`src/rtl/pipeline_stall_controller_pkg.sv`:
```
// -----------------------------------------------------------------------------
// pipeline_stall_controller_pkg
// Shared definitions for the pipeline stall/flush sequencer:
//   - ctrl_state_e : FSM state encoding (also exported on ctrl_state)
//   - ctrl_out_t   : bundle of per-stage enables/flushes produced each cycle
//   - CTRL_*       : canned output bundles for each kind of cycle
//   - NOP_INSTR    : instruction word the pipeline registers load on flush
// -----------------------------------------------------------------------------
package pipeline_stall_controller_pkg;

   localparam int CTRL_STATE_W = 2;
   localparam int BUB_CNT_W    = 4;   // holds LOAD_USE_STALL_CYCLES-1 (0..14)

   typedef enum logic [CTRL_STATE_W-1:0] {
      S_RESET      = 2'd0,
      S_RUN        = 2'd1,
      S_LOAD_STALL = 2'd2,
      S_MEM_WAIT   = 2'd3
   } ctrl_state_e;

   // addi x0, x0, 0 : canonical NOP loaded by a flushed/bubbled register
   localparam logic [31:0] NOP_INSTR  = 32'h0000_0013;
   localparam logic [6:0]  OPC_LOAD   = 7'b000_0011;
   localparam logic [6:0]  OPC_BRANCH = 7'b110_0011;
   localparam logic [6:0]  OPC_JAL    = 7'b110_1111;

   typedef struct packed {
      logic pc_write;
      logic pc_sel_branch;
      logic if_id_write;
      logic if_id_flush;
      logic id_ex_write;
      logic id_ex_flush;
      logic ex_mem_write;
      logic ex_mem_bubble;
      logic mem_wb_write;
   } ctrl_out_t;

   // Full freeze (reset, memory wait): nothing moves.
   localparam ctrl_out_t CTRL_IDLE = '0;

   localparam ctrl_out_t CTRL_RUN = '{
      pc_write: 1'b1, pc_sel_branch: 1'b0, if_id_write: 1'b1, if_id_flush: 1'b0,
      id_ex_write: 1'b1, id_ex_flush: 1'b0, ex_mem_write: 1'b1,
      ex_mem_bubble: 1'b0, mem_wb_write: 1'b1};

   // Redirect: younger IF/ID instructions are wrong-path, squash both.
   localparam ctrl_out_t CTRL_REDIRECT = '{
      pc_write: 1'b1, pc_sel_branch: 1'b1, if_id_write: 1'b1, if_id_flush: 1'b1,
      id_ex_write: 1'b1, id_ex_flush: 1'b1, ex_mem_write: 1'b1,
      ex_mem_bubble: 1'b0, mem_wb_write: 1'b1};

   // Load-use bubble: front end holds, a NOP is slipped into EX_MEM.
   localparam ctrl_out_t CTRL_BUBBLE = '{
      pc_write: 1'b0, pc_sel_branch: 1'b0, if_id_write: 1'b0, if_id_flush: 1'b0,
      id_ex_write: 1'b0, id_ex_flush: 1'b0, ex_mem_write: 1'b1,
      ex_mem_bubble: 1'b1, mem_wb_write: 1'b1};

endpackage

```
`src/rtl/pipeline_stall_controller_if.sv`:
```
// -----------------------------------------------------------------------------
// pipeline_stall_controller_if
// Hazard inputs and per-stage control outputs of the stall controller.
//   master : controller side (hazards in, enables/flushes out)
//   slave  : pipeline side   (hazards out, enables/flushes in)
// -----------------------------------------------------------------------------
interface pipeline_stall_controller_if;
   import pipeline_stall_controller_pkg::*;

   logic                    EX_stall;
   logic                    EX_branch_taken;
   logic                    imem_busy;
   logic                    dmem_busy;
   logic                    PC_write;
   logic                    PC_sel_branch;
   logic                    IF_ID_write;
   logic                    IF_ID_flush;
   logic                    ID_EX_write;
   logic                    ID_EX_flush;
   logic                    EX_MEM_write;
   logic                    EX_MEM_bubble;
   logic                    MEM_WB_write;
   logic [CTRL_STATE_W-1:0] ctrl_state;

   modport master (
      input  EX_stall, EX_branch_taken, imem_busy, dmem_busy,
      output PC_write, PC_sel_branch, IF_ID_write, IF_ID_flush, ID_EX_write,
             ID_EX_flush, EX_MEM_write, EX_MEM_bubble, MEM_WB_write, ctrl_state
   );

   modport slave (
      output EX_stall, EX_branch_taken, imem_busy, dmem_busy,
      input  PC_write, PC_sel_branch, IF_ID_write, IF_ID_flush, ID_EX_write,
             ID_EX_flush, EX_MEM_write, EX_MEM_bubble, MEM_WB_write, ctrl_state
   );
endinterface

```
`src/rtl/pipeline_stall_controller_perf_counter.sv`:
```
// -----------------------------------------------------------------------------
// pipeline_stall_controller_perf_counter
// Saturating up-counter with enable.
//   clk, rst_n : clock, async active-low reset (clears count)
//   en_i       : count this cycle
//   cnt_o      : current count, sticks at all-ones
// -----------------------------------------------------------------------------
module pipeline_stall_controller_perf_counter #(
   parameter int unsigned W = 32
) (
   input  logic         clk,
   input  logic         rst_n,
   input  logic         en_i,
   output logic [W-1:0] cnt_o
);
   logic [W-1:0] cnt_q, cnt_d;

   always_comb begin
      cnt_d = cnt_q;
      if (en_i && (cnt_q != '1)) cnt_d = cnt_q + 1'b1;
   end

   always_ff @(posedge clk or negedge rst_n) begin
      if (!rst_n) cnt_q <= '0;
      else        cnt_q <= cnt_d;
   end

   assign cnt_o = cnt_q;
endmodule

```
`src/rtl/pipeline_stall_controller.sv`:
```
// -----------------------------------------------------------------------------
// pipeline_stall_controller
// Central freeze/flush sequencer for the 5-stage pipeline. One decision per
// cycle, priority: memory wait > branch redirect > load-use stall > run.
// A taken branch seen together with EX_stall waits: its operands are not
// valid yet, so the redirect happens on the cycle the stall drops.
//
// Ports:
//   clk, rst_n        : clock, async active-low reset (-> S_RESET, all off)
//   ctl (master)      : hazard inputs, per-stage enables/flushes, ctrl_state
//   stall_cycle_count : bubble + memory-wait cycles    (PERF_COUNTERS_EN)
//   flush_count       : redirect cycles                (PERF_COUNTERS_EN)
// Parameters:
//   LOAD_USE_STALL_CYCLES : minimum bubbles per load-use hazard (1..15)
//   CNT_W                 : performance counter width
// Build option: define PERF_COUNTERS_EN to add the two saturating counters.
// -----------------------------------------------------------------------------
module pipeline_stall_controller
   import pipeline_stall_controller_pkg::*;
#(
   parameter int unsigned LOAD_USE_STALL_CYCLES = 1,
   parameter int unsigned CNT_W                 = 32
) (
   input  logic                        clk,
   input  logic                        rst_n,
   pipeline_stall_controller_if.master ctl
`ifdef PERF_COUNTERS_EN
   ,
   output logic [CNT_W-1:0]            stall_cycle_count,
   output logic [CNT_W-1:0]            flush_count
`endif
);
   localparam logic [BUB_CNT_W-1:0] STALL_RELOAD = BUB_CNT_W'(LOAD_USE_STALL_CYCLES - 1);

   ctrl_state_e          state_q, state_d, eff_state;
   logic [BUB_CNT_W-1:0] cnt_q, cnt_d;
   ctrl_out_t            out;
   logic                 busy;

   assign busy = ctl.imem_busy | ctl.dmem_busy;

   always_comb begin
      out     = CTRL_IDLE;
      state_d = state_q;
      cnt_d   = cnt_q;
      // Leaving a memory wait behaves exactly like the state it interrupted,
      // so the exit cycle already does useful work (no extra dead cycle).
      eff_state = state_q;
      if (state_q == S_MEM_WAIT)
         eff_state = (cnt_q != '0) ? S_LOAD_STALL : S_RUN;

      if (state_q == S_RESET) begin
         state_d = S_RUN;
      end else if (busy) begin
         // Full freeze; bubble counter is held so the stall resumes later.
         state_d = S_MEM_WAIT;
      end else if (ctl.EX_branch_taken && !ctl.EX_stall) begin
         out     = CTRL_REDIRECT;
         cnt_d   = '0;
         state_d = S_RUN;
      end else if (eff_state == S_LOAD_STALL) begin
         if (cnt_q != '0) begin
            out     = CTRL_BUBBLE;
            cnt_d   = cnt_q - 1'b1;
            state_d = ((cnt_q == BUB_CNT_W'(1)) && !ctl.EX_stall) ? S_RUN : S_LOAD_STALL;
         end else if (ctl.EX_stall) begin
            // Minimum served but hazard persists: keep bubbling at count 0.
            out     = CTRL_BUBBLE;
            state_d = S_LOAD_STALL;
         end else begin
            out     = CTRL_RUN;
            state_d = S_RUN;
         end
      end else if (ctl.EX_stall) begin
         out     = CTRL_BUBBLE;
         cnt_d   = STALL_RELOAD;
         state_d = (STALL_RELOAD != '0) ? S_LOAD_STALL : S_RUN;
      end else begin
         out     = CTRL_RUN;
         state_d = S_RUN;
      end
   end

   always_ff @(posedge clk or negedge rst_n) begin
      if (!rst_n) begin
         state_q <= S_RESET;
         cnt_q   <= '0;
      end else begin
         state_q <= state_d;
         cnt_q   <= cnt_d;
      end
   end

   assign ctl.PC_write      = out.pc_write;
   assign ctl.PC_sel_branch = out.pc_sel_branch;
   assign ctl.IF_ID_write   = out.if_id_write;
   assign ctl.IF_ID_flush   = out.if_id_flush;
   assign ctl.ID_EX_write   = out.id_ex_write;
   assign ctl.ID_EX_flush   = out.id_ex_flush;
   assign ctl.EX_MEM_write  = out.ex_mem_write;
   assign ctl.EX_MEM_bubble = out.ex_mem_bubble;
   assign ctl.MEM_WB_write  = out.mem_wb_write;
   assign ctl.ctrl_state    = state_q;

`ifdef PERF_COUNTERS_EN
   logic stall_evt, flush_evt;
   assign stall_evt = out.ex_mem_bubble | (busy & (state_q != S_RESET));
   assign flush_evt = out.pc_sel_branch;

   pipeline_stall_controller_perf_counter #(.W(CNT_W)) u_stall_cnt (
      .clk   (clk),
      .rst_n (rst_n),
      .en_i  (stall_evt),
      .cnt_o (stall_cycle_count)
   );

   pipeline_stall_controller_perf_counter #(.W(CNT_W)) u_flush_cnt (
      .clk   (clk),
      .rst_n (rst_n),
      .en_i  (flush_evt),
      .cnt_o (flush_count)
   );
`endif
endmodule
```
`src/flat_wrapper.sv`:
```
// flat-port wrapper written by rule: the top's interface ports become plain ports
module pipeline_stall_controller_flat import pipeline_stall_controller_pkg::*;
#(
   parameter int unsigned LOAD_USE_STALL_CYCLES = 1,
   parameter int unsigned CNT_W                 = 32
)
  (clk, rst_n, ctl_EX_stall, ctl_EX_branch_taken, ctl_imem_busy, ctl_dmem_busy, ctl_PC_write, ctl_PC_sel_branch, ctl_IF_ID_write, ctl_IF_ID_flush, ctl_ID_EX_write, ctl_ID_EX_flush, ctl_EX_MEM_write, ctl_EX_MEM_bubble, ctl_MEM_WB_write, ctl_ctrl_state);
  pipeline_stall_controller_if ctl_i ();
  input  logic clk;
  input  logic rst_n;
  input wire logic [$bits(ctl_i.EX_stall)-1:0] ctl_EX_stall;
  input wire logic [$bits(ctl_i.EX_branch_taken)-1:0] ctl_EX_branch_taken;
  input wire logic [$bits(ctl_i.imem_busy)-1:0] ctl_imem_busy;
  input wire logic [$bits(ctl_i.dmem_busy)-1:0] ctl_dmem_busy;
  output wire logic [$bits(ctl_i.PC_write)-1:0] ctl_PC_write;
  output wire logic [$bits(ctl_i.PC_sel_branch)-1:0] ctl_PC_sel_branch;
  output wire logic [$bits(ctl_i.IF_ID_write)-1:0] ctl_IF_ID_write;
  output wire logic [$bits(ctl_i.IF_ID_flush)-1:0] ctl_IF_ID_flush;
  output wire logic [$bits(ctl_i.ID_EX_write)-1:0] ctl_ID_EX_write;
  output wire logic [$bits(ctl_i.ID_EX_flush)-1:0] ctl_ID_EX_flush;
  output wire logic [$bits(ctl_i.EX_MEM_write)-1:0] ctl_EX_MEM_write;
  output wire logic [$bits(ctl_i.EX_MEM_bubble)-1:0] ctl_EX_MEM_bubble;
  output wire logic [$bits(ctl_i.MEM_WB_write)-1:0] ctl_MEM_WB_write;
  output wire logic [$bits(ctl_i.ctrl_state)-1:0] ctl_ctrl_state;
  assign ctl_i.EX_stall = ctl_EX_stall;
  assign ctl_i.EX_branch_taken = ctl_EX_branch_taken;
  assign ctl_i.imem_busy = ctl_imem_busy;
  assign ctl_i.dmem_busy = ctl_dmem_busy;
  assign ctl_PC_write = ctl_i.PC_write;
  assign ctl_PC_sel_branch = ctl_i.PC_sel_branch;
  assign ctl_IF_ID_write = ctl_i.IF_ID_write;
  assign ctl_IF_ID_flush = ctl_i.IF_ID_flush;
  assign ctl_ID_EX_write = ctl_i.ID_EX_write;
  assign ctl_ID_EX_flush = ctl_i.ID_EX_flush;
  assign ctl_EX_MEM_write = ctl_i.EX_MEM_write;
  assign ctl_EX_MEM_bubble = ctl_i.EX_MEM_bubble;
  assign ctl_MEM_WB_write = ctl_i.MEM_WB_write;
  assign ctl_ctrl_state = ctl_i.ctrl_state;
  pipeline_stall_controller #(.LOAD_USE_STALL_CYCLES(LOAD_USE_STALL_CYCLES), .CNT_W(CNT_W)) u_core (.clk(clk), .rst_n(rst_n), .ctl(ctl_i));
endmodule
```
`config.mk`:
```
export PLATFORM = sky130hd
export DESIGN_NAME = pipeline_stall_controller_flat
export DESIGN_NICKNAME = d
export VERILOG_FILES = /design/src/rtl/pipeline_stall_controller_pkg.sv /design/src/rtl/pipeline_stall_controller_if.sv /design/src/rtl/pipeline_stall_controller_perf_counter.sv /design/src/rtl/pipeline_stall_controller.sv /design/src/flat_wrapper.sv
export SDC_FILE = /design/constraint.sdc
export NUM_CORES = 1
export LEC_CHECK = 0
export CAP_MARGIN = 20
export CORE_AREA = 2 2 39 41
export CTS_BUF_LIST = sky130_fd_sc_hd__clkbuf_8
export DETAILED_ROUTE_END_ITERATION = 10
export DIE_AREA = 0 0 41 43
export GPL_ROUTABILITY_DRIVEN = 0
export SLEW_MARGIN = 30
export SYNTH_ARGS = -nofsm -noshare
export SYNTH_HDL_FRONTEND = slang
export SYNTH_SLANG_ARGS = --single-unit
```
`constraint.sdc`:
```
create_clock -name clk -period 2.6 [get_ports clk]
set_input_delay 0.52 -clock clk [delete_from_list [all_inputs] [get_ports clk]]
set_output_delay 0.52 -clock clk [all_outputs]
set_load 0.01 [all_outputs]
```
==> flow_summary.yaml, run 1 <==
clock_network:
  clk_path_buf_depth: 2
  cts_buffers: 3
  hold_buffers: 0
  path_clk_slew_ps: 30
  cts.sinks: 6
  clock_latency_ps: 220
  cts-root-buf: "clkbuf_8"
  h-tree-depth: 1
  cts_tree: "yes"
yosys:
  yosys_warnings: 0
  syn_area_um2: 458
  avgSynthCellArea_um2: 8.33
  ys_seq_area_frac: 0.328
  synth-edff-count: 0
  syn-num-nets: 63
  synth_area_leaders: "dfrtp_1 33%, buf_4 8.2%, ha_1 5.5%"
  yosysTopAreaCellShare: 0.328
  yosysTopAreaCell: "dfrtp_1"
  synth-seq-cells: 6
  synthDistinctLibCells: 26
  synthFlopType: "dfrtp_1"
  syn_inst: 55
  synthArstFlopShare: 1.00
global_routing:
  antenna_found_initial: 0
  grt_pass1_wl_mm: 1.67
  grt.overflow.total: 0
  track_usage: 0.138
  grt_max_degree: 11
  first_global_vias: 440
  grt_use_met1: 0.142
  grt_use_met2: 0.225
  grt_busiest_layer: "met2"
  met3_usage: 0.0366
setup_path:
  startpoint_type: "input port"
  cpMostUsedCell: "clkdlybuf4s50_1"
  cp_top_family: "buffers and inverters"
  crit_path_cell_trace: "clkdlybuf4s50_1 -> nor2_2 -> o21ai_1 -> buf_4 -> nor2_1 -> clkdlybuf4s50_1"
  end_kind: "output port"
  max_stage_delay_ps: 550
  worstPathRequired_ps: 2080
  cp.buffers_inverters: 3
  cp_max_fo: 3
  rrSetupSlack_ps: 1100
  cp_slowest_cell: "clkdlybuf4s50_1"
  arrival_ps: 1980
  crit_type: "in -> out"
timing:
  tns_ps: 0
  hold_viol: 0
  slew_headroom: 0.799
  slew_viol_final: 0
  fin_skew_ps: 1.98
  rsz0062_at_grt: "false"
  worst_pin_slew_ps: 301
  min_period_ps: 2500
  fin_crit_sh: 0.961
  finalSetupViolCount: 0
  fmax_ghz: 0.400
drt:
  drc: 0
  drtIter0Drc: 1
  firstDrtPassIters: 2
  vias: 448
  post_drt_wl_per_cell_um: 11.6
  vias_per_cell: 5.09
  wl_mm: 1.02
  drt.antenna.violating_nets: 0
pwr:
  power_mw: 0.273
  power_density_nw_per_um2: 400
  p_leak_nw: 0.399
  ir_drop_mv: 0.277
layout:
  syn_to_final_growth_pct: 48.9
  drive_gt1_frac: 0.139
  final_util: 0.493
  final_area_um2: 682
  multiInputGateArea_um2: 249
  fillers: 128
  ff_latch_area_um2: 150
  insertedDiodeCount: 0
  nNetsFinal: 82
min_path:
  hold_path_class: "reg -> reg"
floorplan:
  start_util: 0.331
  die_area_um2: 1760
  ios: 17
  die_h_um: 43
  num_rows: 14
  core_area_um2: 1380
  fp.dieW_um: 41
place:
  port_buffers: 16
  dp_hpwl_um: 828
  placed_cell_area_um2: 626
status:
  outcome: "complete, no violations"
job:
  maxCapViolCount: 0
[worst paths after layout]
path	startpoint	cells after the start	end
worst max-delay path	ctl_dmem_busy	6	ctl_EX_MEM_bubble
min in group asynchronous	rst_n	1	u_core.cnt_q[0]$_DFFE_PN0P_
max in group asynchronous	rst_n	1	u_core.ctl.ctrl_state[1]$_DFF_PN0_
worst max register to register	u_core.cnt_q[0]$_DFFE_PN0P_	6	u_core.cnt_q[2]$_DFFE_PN0P_
worst min register to register	u_core.cnt_q[1]$_DFFE_PN0P_	1	u_core.cnt_q[1]$_DFFE_PN0P_
worst min-delay path	u_core.cnt_q[1]$_DFFE_PN0P_	1	u_core.cnt_q[1]$_DFFE_PN0P_
[registers in the layout (all words and copies together) (netlist names)]
signal and flops:
u_core.ctl.ctrl_state 2, u_core.cnt_q 4
[power by group]
group / internal, mW / total (mW) / switching [mW]
clock: 0.0990 / 0.135 / 0.0356
sequential: 0.0948 / 0.0969 / 0.00213
combinational: 0.0234 / 0.0412 / 0.0177
total: 0.217 / 0.273 / 0.0554
[layout make-up]
class,count,area share
multi-input cells,38,0.365
repair buffers,20,0.297
flip-flops and latches,6,0.220
clock buffers,3,0.0606
well taps,16,0.0294
inverters,5,0.0275
[synth_stat cells, types with 2 or more instances]
library cell  n
o211ai_1      2
buf_4         5
o2bb2ai_1     2
nand2_1       2
nand2b_1      3
o21ai_0       3
dfrtp_1       6
ha_1          2
nor2_1        6
inv_1         5
a21oi_1       4
[kinds of logic (layout without fill, tap and decap cells)]
family	Yosys count	count (layout)	share of synthesized area
AOI/OAI and AO/OA	18	18	0.279
and+or+nand+nor	17	17	0.186
buffers and inverters	11	28	0.134
DFF	6	6	0.328
adders and majority gates	2	2	0.0546
xor gates and xnor gates	1	1	0.0191
[layer usage]
metal / vias up / part of all wire
li1: 222 / -
met1: 204 / 0.43
met2: 20 / 0.47
met3: 2 / 0.084
met4: 0 / 0.017
met5: - / 0
[per-stage QoR]
stage                     setup slack (ps)  hold WS (ps)  instances
after detailed placement              20.4           521         85
after CTS                             7.15           529         88
after global placement                36.3           512         85
after global routing                  12.3           541         88
final                                  101           524         88
after floorplan                        751           224         55
[cell usage in the layout (no fill, tap or decap), types with 3 or more instances in the layout]
| master | synthesis | layout |
|---|---|---|
| nor2_1 | 6 | 6 |
| a21oi_1 | 4 | 4 |
| nand2b_1 | 3 | 3 |
| o21ai_0 | 3 | 3 |
| buf_4 | 5 | 4 |
| clkbuf_8 | 0 | 3 |
| clkdlybuf4s50_1 | 0 | 11 |
| dlymetal6s2s_1 | 0 | 5 |
| inv_1 | 5 | 5 |
| dfrtp_1 | 6 | 6 |
[repair_timing]
item | 4_1_cts | 5_1_grt
gates resized for setup | 0 | 6
setup buffers | 0 | 0
setup endpoints to repair | 0 | 6
hold endpoints to repair | 0 | 0
(Power assumes the default switching activity.)
==> inputs of run 2 (changes only) <==
- RECOVER_POWER: default -> 50
==> run 2 against run 1 <==
  * Die area did not move
  * Critical path depth did not move
  * Sequential share of layout area is 0.12 points higher
  * Count of clock-buffer cells in the layout stayed put
  * Critical path type unchanged
  * Critical endpoint unchanged
==> flow_summary.yaml, run 2 (same netlist as run 1, synthesis figures left out) <==
floorplan:
  fp.dieW_um: 41
  num_rows: 14
  die_area_um2: 1760
  die_h_um: 43
  start_util: 0.331
  core_area_um2: 1380
  ios: 17
layout:
  final_common_cell: "clkdlybuf4s50_1"
  layout_common_cells: "8 x clkdlybuf4s50_1, 6 x nor2_1, 6 x dfrtp_1"
  syn_to_final_growth_pct: 48.1
  insertedDiodeCount: 0
  drive_gt1_frac: 0.125
  nNetsFinal: 82
  largest_reg_flops: 4
  top_register: "u_core.cnt_q"
timing:
  tns_ps: 0
  slew_headroom: 0.799
  hold_slack_ps: 524
  slew_viol_final: 0
  min_period_ps: 2500
  fin_crit_sh: 0.961
  rsz0062_at_grt: "false"
  finalSetupViolCount: 0
  hold_viol: 0
  worst_pin_slew_ps: 301
  fin_skew_ps: 1.98
  fmax_ghz: 0.400
global_routing:
  grt_max_degree: 11
  track_usage: 0.138
  grt.overflow.total: 0
  grt_pass1_wl_mm: 1.67
  antenna_found_initial: 0
  first_global_vias: 440
setup_path:
  rrSetupSlack_ps: 1100
  timing.rr.end: "u_core.cnt_q[2]$_DFFE_PN0P_"
  cp_max_fo: 3
  crit_type: "in -> out"
  worstPathRequired_ps: 2080
  reg2reg_from: "u_core.cnt_q[0]$_DFFE_PN0P_"
  startpoint_type: "input port"
  reg2regPathDepth: 6
  arrival_ps: 1980
  end_kind: "output port"
pwr:
  power_density_nw_per_um2: 400
  sw_frac_of_total: 0.204
  ir_drop_mv: 0.277
  power_frac_clock: 0.496
  p_seq_frac: 0.357
  power.switching_mw: 0.0554
  internal_power_mw: 0.216
  combPwrFrac: 0.147
  p_leak_nw: 0.393
min_path:
  hold_path_class: "reg -> reg"
  worst_hold_path.num_cells: 1
  hold_path.startpoint: "u_core.cnt_q[1]$_DFFE_PN0P_"
  min_to: "u_core.cnt_q[1]$_DFFE_PN0P_"
drt:
  drt.antenna.violating_nets: 0
  drtIter0Drc: 1
  firstDrtPassIters: 2
  wl_mm: 1.02
  post_drt_wl_per_cell_um: 11.6
  vias_per_cell: 5.08
  vias: 447
  drc: 0
clock_network:
  post_cts_buffers: 0
  clk_path_buf_depth: 2
  path_clk_slew_ps: 30
  cts.sinks: 6
  clock_latency_ps: 220
  hold_buffers: 0
  cts_tree: "yes"
  h-tree-depth: 1
  cts_buffers: 3
  cts-root-buf: "clkbuf_8"
job:
  maxCapViolCount: 0
status:
  outcome: "complete, no violations"
place:
  port_buffers: 16
  dp_hpwl_um: 828
==> run 2: changes by cell type in the layout (fill, tap and decap cells not counted), sizes merged <==
cell / previous run / this run
dlygate4sd3: 0 / 3
clkbuf: 3 / 4
clkdlybuf4s50: 11 / 8
buf: 4 / 3
==> run 2: critical path, cell delays in order <==
cell             delay [ps]
clkdlybuf4s50_1         410
nor2_2                  130
o21ai_1                 110
buf_4                   160
nor2_1                  100
clkdlybuf4s50_1         550
==> run 2: repair_timing <==
action,CTS,global route
resized for setup,0,6
hold endpoints to repair,0,0
endpoints found under the setup margin,0,6
==> run 2: per-layer routing <==
layer,wire [µm],track usage
met3,86,0.0366
met1,440,0.142
met4,17,0.0933
met5,0,0
met2,478,0.225
==> run 2: power by group through the flow <==
| stage | registers, mW | logic (mW) | clock network [mW] |
|---|---|---|---|
| floorplan | 0.0967 | 0.0182 | 0 |
| global placement | 0.0980 | 0.0421 | 0 |
| detailed placement | 0.0979 | 0.0422 | 0 |
| CTS | 0.0968 | 0.0423 | 0.139 |
| global route | 0.0971 | 0.0443 | 0.149 |
| finish | 0.0969 | 0.0398 | 0.135 |
==> run 2: cell type report <==
type                            count  area, µm²
Clock buffer                        3       41.3
Fill cell                         130        706
Inverter                            5       18.8
Multi-Input combinational cell     38        249
Sequential cell                     6        150
Tap cell                           16       20.0
Timing Repair Buffer               20        199
==> run 2: worst max path at each step <==
stage,startpoint,to,slack (ps),cells past startpoint
floorplan,ctl_dmem_busy,ctl_IF_ID_write,750,5
detailed placement,ctl_EX_branch_taken,ctl_IF_ID_flush,20,4
global route,ctl_dmem_busy,ctl_EX_MEM_bubble,10,6
CTS,ctl_EX_branch_taken,ctl_IF_ID_flush,7,4
finish,ctl_dmem_busy,ctl_EX_MEM_bubble,100,6
global placement,ctl_EX_branch_taken,ctl_IF_ID_flush,40,4
==> run 2: per-stage QoR <==
step | instances | cell area [µm²] | utilization | worst slack (ps) | power, mW
floorplan | 55 | 458 | - | 751 | 0.115
global placement | 85 | 626 | 0.452 | 36.3 | 0.140
detailed placement | 85 | 626 | 0.452 | 20.4 | 0.140
CTS | 88 | 667 | 0.482 | 7.15 | 0.278
global route | 88 | 678 | 0.490 | 12.3 | 0.290
finish | 88 | 678 | 0.490 | 101 | 0.271
